===== config.mk =====
export PLATFORM = sky130hd
export DESIGN_NAME = four_bit_sync_counter_161
export DESIGN_NICKNAME = d
export VERILOG_FILES = /design/src/rtl/four_bit_sync_counter_161.sv
export SDC_FILE = /design/constraint.sdc
export NUM_CORES = 1
export LEC_CHECK = 0
export BUFFER_PORTS_ARGS = -buffer_cell sky130_fd_sc_hd__buf_4
export CORE_AREA = 2 2 39 41
export CTS_CLUSTER_DIAMETER = 200
export DETAILED_ROUTE_END_ITERATION = 10
export DIE_AREA = 0 0 41 43
export PLACE_DENSITY = 0.48
export SYNTH_ARGS = -nofsm -noshare
export SYNTH_HDL_FRONTEND = slang
export SYNTH_SLANG_ARGS = --single-unit

===== constraint.sdc =====
create_clock -name CLK -period 2.1 [get_ports CLK]
set_input_delay 0.105 -clock CLK [delete_from_list [all_inputs] [get_ports CLK]]
set_output_delay 0.105 -clock CLK [all_outputs]
set_load 0.005 [all_outputs]

===== src/rtl/four_bit_sync_counter_161.sv =====
// 4-bit synchronous counter with parallel load, dual count enables and ripple carry.
// DECADE selects binary (0..15) or BCD (0..9) sequencing; CLR_n clears asynchronously.
module four_bit_sync_counter_161 #(
    parameter int Delay  = 0,
    parameter bit DECADE = 1'b0
) (
    input  logic       CLK,
    input  logic       CLR_n,
    input  logic       LOAD_n,
    input  logic       ENP,
    input  logic       ENT,
    input  logic [3:0] D,
    output logic [3:0] Q,
    output logic       RCO
);

    localparam logic [3:0] TC = DECADE ? 4'd9 : 4'd15;

    logic [3:0] q_r;
    logic [3:0] q_next_s;
    logic       rco_s;

    // Decade mode folds 9 and the illegal codes 10..15 back to zero.
    function automatic logic [3:0] next_count(input logic [3:0] cur);
        logic [3:0] nxt;
        if (DECADE) begin
            if (cur >= 4'd9) begin
                nxt = 4'd0;
            end else begin
                nxt = cur + 4'd1;
            end
        end else begin
            nxt = cur + 4'd1;
        end
        return nxt;
    endfunction

    // Propagation delay is a simulation-only notion; hardware is zero-delay.
    if (Delay != 0) begin : g_delay_ignored
    end

    // Next state: load has priority over count, count over hold.
    always_comb begin
        q_next_s = q_r;
        if (!LOAD_n) begin
            q_next_s = D;
        end else if (ENP && ENT) begin
            q_next_s = next_count(q_r);
        end else begin
            q_next_s = q_r;
        end
    end

    // State register with asynchronous clear.
    always_ff @(posedge CLK or negedge CLR_n) begin
        if (!CLR_n) begin
            q_r <= 4'd0;
        end else begin
            q_r <= q_next_s;
        end
    end

    // Carry is combinational so cascaded stages see it within the same cycle.
    always_comb begin
        rco_s = 1'b0;
        if (ENT && (q_r == TC)) begin
            rco_s = 1'b1;
        end else begin
            rco_s = 1'b0;
        end
    end

    assign Q   = q_r;
    assign RCO = rco_s;

endmodule


After elaboration in Yosys (flattened, before gate mapping)
Index checks and enable logic that the tools add are counted.

Register bits: 4. Bits of input ports: 9. Output and inout port bits: 5. Logic and storage cells: 9.

Add/subtract/negate cells: 1. Reduce and logical (&&, ||, !) cells: 2. Equal/unequal tests: 2. Multiplexer cells: 3.

Operators by type and width (count): 4-bit 2-to-1 mux (2); 4-bit by 1-bit adder with 4-bit output (second input constant) (1); 4-bit equality test (second input constant) (1); 1-bit logical AND (2); 2-bit by 1-bit != test with 1-bit output (second input constant) (1); 1-bit 2-to-1 mux (1).

Logic depth before layout (Yosys ltp)
Gate-level depths: netlist (run 1).

Word-level depth: 3. Depth in mapped cells: 4. Depth with buffers taken out: 4.

Worst setup path after synthesis (run 1)
Ideal clock, no wire load.

Kind: register -> register. Start: reg q_r[0] (netlist: Q[0]). End: reg q_r[2] (netlist: Q[2]). Data required time: 1967 ps. Cell stages (with the launch flop): 5. Library setup time: 133 ps. Period minus slack after synthesis: 1038 ps. Path buffers: 0. Arrival time: 905 ps. Path slack: 1062 ps. Cell sequence: dfrtp_1 > ha_1 > nand3_1 > xor2_1 > a21oi_1.

Word-level cells in the longest chain between the ends: 3.

RTL lines: start: declaration (RTL line 19) `logic [3:0] q_r;`; start signal: assignment (RTL line 59) `q_r <= q_next_s;`; 4-bit by 1-bit adder with 4-bit output (RTL line 33) `nxt = cur + 4'd1;`; 4-bit 2-to-1 mux (RTL line 47) `end else if (ENP && ENT) begin`; 4-bit 2-to-1 mux (RTL line 45) `if (!LOAD_n) begin`.

Every way passes these cells. The select of a mux whose other input is x is not followed. A chain may end at the register's enable or synchronous reset.

Final worst setup path (run 1)
Start: reg q_r[0] (netlist: Q[0]). End: out RCO.

Word-level cells in the longest chain between the ends: 3.

RTL lines: 4-bit equality test (RTL line 66) `if (ENT && (q_r == TC)) begin`; 1-bit logical AND (RTL line 66); 1-bit 2-to-1 mux (RTL line 66); end: declaration (RTL line 14) `output logic RCO`.

Every way passes these cells.

==> results of run 1 <==
worst register-to-register path, cell delays in order, from the launching register on:
cell and delay (ps):
dfrtp_1 410, ha_1 220, nand3_1 90, xor2_1 150
a21oi_1 80
cell type report:
cell class,count,area [µm²],area share (%)
multi-input cells,18,114,31.3
repair buffers,14,108,29.6
flip-flops and latches,4,100,27.5
clock buffers,3,22.5,6.19
well taps,16,20.0,5.50
repair_timing:
action	4_1_cts	5_1_grt
resized for setup	0	0
setup buffers	0	0
endpoints found under the hold margin	4	0
hold buffers	1	0
layer usage:
layer  vias to the layer above  routed length [µm]  part of all wire, %  global-route usage [%]
met4                         0                   0                    0                    10.0
met3                         0                  58                   11                    3.14
met5                         -                   0                    0                       0
met1                        90                 207                   40                    8.14
li1                        114                   -                    -                       -
met2                         9                 253                   49                    9.38
synthesized netlist by cell type, drive strengths merged:
master / n
dfrtp: 4
nor2: 4
a21oi: 3
nand3: 2
xor2: 2
a31oi: 1
and4: 1
clkbuf: 1
ha: 1
mux2i: 1
nand2: 1
o21ai: 1
or3: 1
worst max-delay path by stage:
stage	start	to	slack, ps
2_1_floorplan	Q[0]$_DFFE_PN0P_	Q[2]$_DFFE_PN0P_	1060
3_3_place_gp	Q[0]$_DFFE_PN0P_	RCO	1040
3_5_place_dp	Q[0]$_DFFE_PN0P_	Q[3]$_DFFE_PN0P_	1030
4_1_cts	Q[0]$_DFFE_PN0P_	RCO	770
5_1_grt	Q[0]$_DFFE_PN0P_	RCO	720
6_report	Q[0]$_DFFE_PN0P_	RCO	780
per-stage QoR:
stage | total power, mW | cells | hold WS [ps] | setup slack (ps)
4_1_cts | 0.259 | 55 | 98.3 | 767
3_5_place_dp | 0.155 | 51 | -95.4 | 1030
3_3_place_gp | 0.155 | 51 | -96.1 | 1040
5_1_grt | 0.274 | 55 | 110 | 723
2_1_floorplan | 0.120 | 23 | -191 | 1060
6_report | 0.250 | 55 | 102 | 782
cell families (layout without fill, tap and decap cells):
group	Yosys count	count (layout)	synth area share (%)
simple gates	9	9	21.8
fa+ha+maj	1	1	5.75
xor+xnor	2	2	8.05
mux	1	1	4.60
compound gates	5	5	12.1
flops	4	4	46.0
buf+inv	1	17	1.72
power by group through the flow:
stage               logic, mW  registers (mW)  clock network (mW)
finish                 0.0575          0.0960              0.0969
global route           0.0653          0.0975               0.111
CTS                    0.0592          0.0962               0.104
detailed placement     0.0575          0.0973                   0
global placement       0.0579          0.0971                   0
floorplan              0.0235          0.0968                   0
==> impl_summary.txt, run 1 <==
----------------------------------------------------
[Outcome]
  Result of the run ... complete, no violations

[Power]
  Clock power frac ... 38.7%
  Part of the total power dissipated in sequential elements ... 38.3%
  Largest vdd supply drop ... 211 µV
  Portion of total power attributed to combinational logic ... 23.0%
  Power per cell area ... 688 nW/µm²
  Pint ... 186 µW
  Switching power share of the total ... 25.7%
  Leakage component of the power ... 0.171 nW
  Switching power of the nets ... 64.5 µW

[GRT]
  Combined global-route utilization of all metal layers ... 7.66%
  Wire length of the first global-routing pass ... 807 µm
  GR Overflow Total ... 0
  Vias in the first global route ... 205
  Maximum number of pins on one net before global-route repair ... 9
  Number of antenna violations at the first check in global routing ... 0

[Clock network]
  CTS tree ... built
  TritonCTS buffer count ... 3
  Insertion delay to the later sink of the worst-skew pair ... 240 ps
  Cell at the root of the clock tree ... clkbuf_4
  Maximum clock path buffer count ... 2
  Clock tree sinks ... 4
  Maximum level of the CTS H-tree ... 1
  Clock-pin slew of the registers on the worst-case setup and hold paths ... 40 ps

[Timing]
  F_max ... 758 MHz
  Fin crit period ... 1320 ps
  Final Cycle Share ... 62.8%
  RSZ-0062 raised after global routing ... false
  Number of endpoints failing setup at the final stage ... 0
  Number of endpoints with negative hold slack in the final report ... 0
  Max_slew headroom ... 91.4%
  Final max-slew violation count ... 0
  Measured slew at the worst slew-check pin ... 125 ps
  Total Negative Setup Slacks ... 0 ps
  Fin Clk Skew ... 1.80 ps

[Critical path]
  Slowest stage cell on the critical path ... dfrtp_1
  FF-to-FF setup slack ... 1030 ps
  Startpoint type of the worst setup path ... register
  Critical Path Fanout Max ... 4
  Number of cells on the worst reg-to-reg path ... 4
  Data required time at the worst endpoint ... 2000 ps
  Worst path bufs/invs ... 1
  Category of the worst setup path capture point ... primary output
  Critical path's largest stage delay ... 410 ps
  Critical path, cell by cell ... ha_1 > and4_2 > buf_4
  Reg2Reg Launch Point ... Q[0]$_DFFE_PN0P_
  Endpoint arrival time on the critical path ... 1210 ps
  Critical path's top delay family ... flip-flops
  Instance count on the critical path ... 3
  Worst setup path class ... register to primary output
  Reg-to-reg endpoint ... Q[2]$_DFFE_PN0P_

[Drt]
  Average wire per standard cell ... 9.44 µm
  Drt total wl ... 519 µm
  First DRT Iteration DRCs ... 0
  Iteration count of the initial detailed-routing pass ... 1
  DRC violation count after routing ... 0
  Routed via count divided by cell count ... 3.87
  Total via count in the routed design ... 213
  DRT antenna net count ... 0

[Synthesis]
  Post-Syn Instances ... 23
  Synthesized netlist net count ... 33
  Avg Cell Area, Syn ... 9.47 µm²
  Distinct cell type count after synthesis ... 13
  Combined area of all synthesized cells ... 218 µm²
  Number of warnings reported in the yosys synthesis log ... 0
  Sequential fraction of the synthesis area ... 46.0%
  Top area cells in the synthesized netlist ... dfrtp_1 46%, xor2_1 8.0%, a21oi_1 6.9%, nor2_1 6.9%, ha_1 5.7%
  Number of flip-flops and latches in the synthesized netlist ... 4
  Share of Yosys cell area claimed by the top area cell type ... 46.0%
  Largest area contributor in the synthesized netlist ... dfrtp_1

[Die]
  Chip Height ... 43 µm
  Horizontal extent of the die ... 41 µm
  Total Die Area ... 1760 µm²
  Core footprint ... 1380 µm²
  # rows ... 14
  Starting density of the core ... 15.7%
  Number of I/O pins ... 14

[Placement]
  Count of buffers inserted at the top-level ports ... 13
  Final Wtd Congestion ... 0.659
  Area of placed instances ... 332 µm²

[Layout]
  Flip-flop count of the largest register, all copies and words added ... 4
  Fillers ... 163
  Final Cell Area ... 364 µm²
  Highest-count cells in the layout ignoring fill and taps ... 13 x buf_4, 4 x dfrtp_1, 4 x nor2_1, 3 x a21oi_1, 3 x clkbuf_4
  Share of final-layout standard cells stronger than drive strength 1 ... 46.2%
  Total Nets Final ... 51
  Final core utilization ... 26.3%
  Leading cell type in the layout, fill and taps excluded ... buf_4
  Number of antenna cells inserted ... 0
  Area Overhead vs Synth ... 67.2%

[Hold path]
  Source of the worst hold timing path ... LOAD_n
  Path class of the lowest-slack min-delay path ... input port to register
  Capture endpoint of the worst hold path ... Q[1]$_DFFE_PN0P_
  Hold depth ... 2

[Job]
  Number of max-cap violations ... 0

----------------------------------------------------
Note: power is estimated with default switching activity, not from simulation.
==> run 2, diff against run 1 <==
Clock period 2.1 ns to 1.4 ns, I/O delays scaled along.
==> impl_summary.txt, run 2 (synthesized netlist as in run 1, its figures left out) <==
----------------------------------------------------
[Critical path]
  Number of cells on the worst reg-to-reg path ... 4 (unchanged)
  Data required time at the worst endpoint ... 1330 ps (-670 ps)
  End point of the critical path ... RCO
  Startpoint type of the worst setup path ... register
  Category of the worst setup path capture point ... primary output
  Critical path's largest stage delay ... 410 ps (about the same)
  Critical path's top delay family ... flip-flops
  Reg-to-reg endpoint ... Q[2]$_DFFE_PN0P_
  Worst setup path class ... register to primary output
  Slowest stage cell on the critical path ... dfrtp_1
  FF-to-FF setup slack ... 350 ps (-680 ps)
  Worst path bufs/invs ... 1 (unchanged)
  Crit. Startpoint ... Q[0]$_DFFE_PN0P_
  Critical Path Fanout Max ... 4 (unchanged)
  Instance count on the critical path ... 3 (unchanged)
  Critical path, cell by cell ... ha_1 > and4_2 > buf_4
  Reg2Reg Launch Point ... Q[0]$_DFFE_PN0P_
  Endpoint arrival time on the critical path ... 1220 ps (about the same)

[Drt]
  DRC violation count after routing ... 0 (unchanged)
  First DRT Iteration DRCs ... 1 (+1)
  Drt total wl ... 490 µm (-5.6%)
  Total via count in the routed design ... 220 (+3.3%)
  Iteration count of the initial detailed-routing pass ... 2 (+1)
  DRT antenna net count ... 0 (unchanged)
  Routed via count divided by cell count ... 4.00 (+3.3%)
  Average wire per standard cell ... 8.91 µm (-5.6%)

[Layout]
  Leading cell type in the layout, fill and taps excluded ... buf_4
  Flip-flop count of the largest register, all copies and words added ... 4 (unchanged)
  Share of final-layout standard cells stronger than drive strength 1 ... 46.2% (unchanged)
  Number of antenna cells inserted ... 0 (unchanged)
  Area Overhead vs Synth ... 67.2% (unchanged)
  Total Nets Final ... 51 (unchanged)
  Highest-count cells in the layout ignoring fill and taps ... 13 x buf_4, 4 x dfrtp_1, 4 x nor2_1, 3 x a21oi_1, 3 x clkbuf_4
  Final Cell Area ... 364 µm² (unchanged)
  Fillers ... 155 (-4.9%)

[Power]
  Portion of total power attributed to combinational logic ... 22.9% (about the same)
  Part of the total power dissipated in sequential elements ... 38.9% (+0.6 points)
  Pint ... 279 µW (+50%)
  Clock power frac ... 38.2% (-0.5 points)
  Power per cell area ... 1020 nW/µm² (+49%)
  Leakage component of the power ... 0.171 nW (unchanged)
  Largest vdd supply drop ... 550 µV (+160%)
  Switching power of the nets ... 93.7 µW (+45%)
  Switching power share of the total ... 25.1% (-0.60 points)

[GRT]
  GR Overflow Total ... 0 (unchanged)
  Maximum number of pins on one net before global-route repair ... 9 (unchanged)
  Number of antenna violations at the first check in global routing ... 0 (unchanged)
  Combined global-route utilization of all metal layers ... 7.04% (-0.63 points)
  Vias in the first global route ... 184 (-10%)
  Wire length of the first global-routing pass ... 717 µm (-11%)

[Timing]
  Total Negative Setup Slacks ... 0 ps (unchanged)
  Number of endpoints failing setup at the final stage ... 0 (unchanged)
  Final Cycle Share ... 91.8%
  Number of endpoints with negative hold slack in the final report ... 0 (unchanged)
  Fin crit period ... 1290 ps
  Final max-slew violation count ... 0 (unchanged)
  RSZ-0062 raised after global routing ... false
  Measured slew at the worst slew-check pin ... 126 ps (+0.783 ps)
  Max_slew headroom ... 91.4% (about the same)
  F_max ... 778 MHz
  Fin Clk Skew ... 3.45 ps (+1.66 ps)

[Placement]
  Count of buffers inserted at the top-level ports ... 13 (unchanged)
  Final Wtd Congestion ... 0.674 (+2.3%)
  Area of placed instances ... 332 µm² (unchanged)

[Die]
  Starting density of the core ... 15.7% (unchanged)
  Number of I/O pins ... 14 (unchanged)
  # rows ... 14 (unchanged)
  Core footprint ... 1380 µm² (unchanged)
  Chip Height ... 43 µm (unchanged)
  Total Die Area ... 1760 µm² (unchanged)
  Horizontal extent of the die ... 41 µm (unchanged)

[Hold path]
  Hold depth ... 2 (unchanged)
  Path class of the lowest-slack min-delay path ... input port to register

[Clock network]
  Cell at the root of the clock tree ... clkbuf_4
  Insertion delay to the later sink of the worst-skew pair ... 230 ps (about the same)
  Maximum level of the CTS H-tree ... 1 (unchanged)
  TritonCTS buffer count ... 3 (unchanged)
  Clock-pin slew of the registers on the worst-case setup and hold paths ... 40 ps (about the same)
  Maximum clock path buffer count ... 2 (unchanged)
  Clock tree sinks ... 4 (unchanged)
  CTS tree ... built

[Job]
  Number of max-cap violations ... 0 (unchanged)

[Outcome]
  Result of the run ... complete, no violations

----------------------------------------------------
[run 2: cell counts in the layout (fill, tap and decap cells not counted)]
Identical to the previous run, type by type.
[run 2: through the flow]
stage | setup WS, ps | hold WS (ps) | util, % | std cells | power (mW)
detailed placement | 343 | -129 | 24.0 | 51 | 0.231
global route | 58.4 | 58.1 | 26.3 | 55 | 0.408
finish | 114 | 69.0 | 26.3 | 55 | 0.373
CTS | 104 | 64.4 | 26.3 | 55 | 0.381
global placement | 354 | -128 | 24.0 | 51 | 0.231
floorplan | 362 | -226 | - | 23 | 0.180
[run 2: worst min-delay path by stage]
stage	to	from	slack [ps]
6_report	Q[2]$_DFFE_PN0P_	LOAD_n	70
3_5_place_dp	Q[2]$_DFFE_PN0P_	CLR_n	-130
5_1_grt	Q[0]$_DFFE_PN0P_	LOAD_n	60
4_1_cts	Q[2]$_DFFE_PN0P_	LOAD_n	60
3_3_place_gp	Q[2]$_DFFE_PN0P_	CLR_n	-130
2_1_floorplan	Q[0]$_DFFE_PN0P_	CLR_n	-230
[run 2: cell type report]
class / instances / area (µm²) / share of cell area (%)
multi-input combinational: 18 / 114 / 31.3
timing repair buffer: 14 / 108 / 29.6
sequential: 4 / 100 / 27.5
clock buffer: 3 / 22.5 / 6.19
tap: 16 / 20.0 / 5.50
[run 2: worst register-to-register path, stage by stage, from the launching register on]
cell and delay, ps:
dfrtp_1 410, ha_1 220, nand3_1 90, xor2_1 140
a21oi_1 80
[run 2: power by group through the flow]
stage	sequential, mW	clock, mW	combinational (mW)
2_1_floorplan	0.145	0	0.0352
3_3_place_gp	0.146	0	0.0846
3_5_place_dp	0.147	0	0.0844
4_1_cts	0.145	0.149	0.0870
5_1_grt	0.146	0.167	0.0944
6_report	0.145	0.142	0.0854
[run 2: routing by layer]
layer	up-vias	GRT usage (%)	wire (µm)
met2	12	8.44	211
met1	93	6.77	185
li1	115	-	-
met4	0	2.00	0
met3	0	9.95	94
met5	-	0	0
[run 2: what timing repair did]
| item | 4_1_cts | 5_1_grt |
|---|---|---|
| endpoints found under the hold margin | 4 | 0 |
| setup buffers | 0 | 0 |
| hold buffers | 1 | 0 |
| resized for setup | 0 | 0 |
==> run 3, diff against run 2 <==
Settings changed: SKIP_CTS_REPAIR_TIMING set to 1.
Clock period 1.4 ns to 1.3 ns, I/O delays scaled along.
==> impl_summary.txt, run 3 (synthesized netlist as in run 1, its figures left out) <==
----------------------------------------------------
[Layout]
  Final core utilization ... 27.0% (+0.72 points)
  Area Overhead vs Synth ... 71.8%
  Sequential cell area ... 100 µm² (unchanged)
  Fillers ... 156 (+0.65%)
  Share of final-layout standard cells stronger than drive strength 1 ... 50.0% (+3.8 points)
  Multi-input gate area in the final layout ... 116 µm² (+2.2%)
  Highest-count cells in the layout ignoring fill and taps ... 14 x buf_4, 4 x dfrtp_1, 4 x nor2_1, 3 x a21oi_1, 3 x clkbuf_4
  Total Nets Final ... 52 (+2.0%)
  Number of antenna cells inserted ... 0 (unchanged)
  Leading cell type in the layout, fill and taps excluded ... buf_4
  Flip-flop count of the largest register, all copies and words added ... 4 (unchanged)
  Number of non-filler instances in the completed layout ... 56 (+1.8%)
  Final Cell Area ... 374 µm² (+2.7%)

[Critical path]
  Reg2Reg Launch Point ... Q[1]$_DFFE_PN0P_
  End point of the critical path ... RCO
  FF-to-FF setup slack ... 240 ps (-110 ps)
  Endpoint arrival time on the critical path ... 1170 ps (-50 ps)
  Worst setup path class ... register to primary output
  Reg-to-reg endpoint ... Q[3]$_DFFE_PN0P_
  Crit. Startpoint ... Q[1]$_DFFE_PN0P_
  Startpoint type of the worst setup path ... register
  Category of the worst setup path capture point ... primary output
  Critical Path Fanout Max ... 4 (unchanged)
  Number of cells on the worst reg-to-reg path ... 3 (-1)
  Data required time at the worst endpoint ... 1240 ps (-90 ps)

[Placement]
  # placed instances ... 51 (unchanged)
  Final Wtd Congestion ... 0.617 (-8.5%)
  Pre-CTS worst setup slack ... 236 ps (-107 ps)
  Area of placed instances ... 332 µm² (unchanged)
  Count of buffers inserted at the top-level ports ... 13 (unchanged)

[Drt]
  Routed via count divided by cell count ... 4.00 (unchanged)
  Total via count in the routed design ... 224 (+1.8%)
  DRC violation count after routing ... 0 (unchanged)
  Average wire per standard cell ... 8.88 µm (-0.38%)
  First DRT Iteration DRCs ... 0 (-1)
  DRT antenna net count ... 0 (unchanged)
  Iteration count of the initial detailed-routing pass ... 1 (-1)
  Drt total wl ... 497 µm (+1.4%)

[Timing]
  Max_slew headroom ... 89.4% (-2.0 points)
  F_max ... 812 MHz
  Fin Clk Skew ... 0.162 ps (-3.29 ps)
  Fin crit period ... 1230 ps
  Final Cycle Share ... 94.7%
  Number of endpoints with negative hold slack in the final report ... 0 (unchanged)
  Measured slew at the worst slew-check pin ... 154 ps (+28.6 ps)
  RSZ-0062 raised after global routing ... false
  Number of endpoints failing setup at the final stage ... 0 (unchanged)
  Final max-slew violation count ... 0 (unchanged)
  Worst Setup Slack, final ... 68.3 ps (-45.9 ps)
  Total Negative Setup Slacks ... 0 ps (unchanged)
  Hold slack ... 75.2 ps (+6.25 ps)

[Clock network]
  Clock tree sinks ... 4 (unchanged)
  Insertion delay to the later sink of the worst-skew pair ... 230 ps (about the same)
  TritonCTS buffer count ... 3 (unchanged)
  CTS tree ... built
  Cell at the root of the clock tree ... clkbuf_4
  Maximum clock path buffer count ... 2 (unchanged)
  Clock-pin slew of the registers on the worst-case setup and hold paths ... 40 ps (about the same)
  Maximum level of the CTS H-tree ... 1 (unchanged)

[Die]
  Starting density of the core ... 15.7% (unchanged)
  Number of I/O pins ... 14 (unchanged)
  Chip Height ... 43 µm (unchanged)
  Horizontal extent of the die ... 41 µm (unchanged)
  Total Die Area ... 1760 µm² (unchanged)
  Core footprint ... 1380 µm² (unchanged)
  # rows ... 14 (unchanged)

[GRT]
  Number of antenna violations at the first check in global routing ... 0 (unchanged)
  Maximum number of pins on one net before global-route repair ... 9 (unchanged)
  Wire length of the first global-routing pass ... 724 µm (+0.98%)
  GR Overflow Total ... 0 (unchanged)
  Combined global-route utilization of all metal layers ... 7.16% (+0.13 points)
  Vias in the first global route ... 174 (-5.4%)

[Outcome]
  Result of the run ... complete, no violations

[Power]
  Overall power consumption ... 405 µW (+8.6%)
  Leakage component of the power ... 0.174 nW (+1.9%)
  Largest vdd supply drop ... 359 µV (-35%)
  Power per cell area ... 1080 nW/µm² (+5.7%)

[Job]
  Number of max-cap violations ... 0 (unchanged)

[Hold path]
  Path class of the lowest-slack min-delay path ... input port to register

----------------------------------------------------
-- run 3: cell types whose count changed in the layout (fill, tap and decap cells not counted), sizes merged --
cell / previous run / this run
buf: 13 / 14
-- run 3: how the worst min path moves through the flow --
stage | cells after the start | end | start
4_1_cts | 1 | Q[2]$_DFFE_PN0P_ | CLR_n
6_report | 2 | Q[1]$_DFFE_PN0P_ | LOAD_n
5_1_grt | 2 | Q[1]$_DFFE_PN0P_ | LOAD_n
2_1_floorplan | 0 | Q[0]$_DFFE_PN0P_ | CLR_n
3_5_place_dp | 1 | Q[2]$_DFFE_PN0P_ | CLR_n
3_3_place_gp | 1 | Q[2]$_DFFE_PN0P_ | CLR_n
-- run 3: area by class of cell --
class                      count  share of cell area (%)
clock buffer                   3                    6.02
multi-input combinational     18                    31.1
sequential                     4                    26.8
tap                           16                    5.35
timing repair buffer          15                    30.8
-- run 3: where the power goes --
part	internal (mW)	total (mW)	switching (mW)
registers	0.140	0.154	0.0143
logic	0.0623	0.102	0.0393
clock network	0.103	0.149	0.0458
total	0.305	0.405	0.0994
-- run 3: metal layers --
layer | vias to the layer above | GRT usage (%) | wire length (µm)
li1 | 119 | - | -
met1 | 96 | 9.48 | 210
met2 | 9 | 6.56 | 231
met3 | 0 | 4.71 | 55
met4 | 0 | 8.00 | 0
met5 | - | 0 | 0
-- run 3: worst max-delay path, cell delays in order, from the launching register on --
cell     delay [ps]
dfrtp_1         400
ha_2            190
and4_2          220
buf_4           130
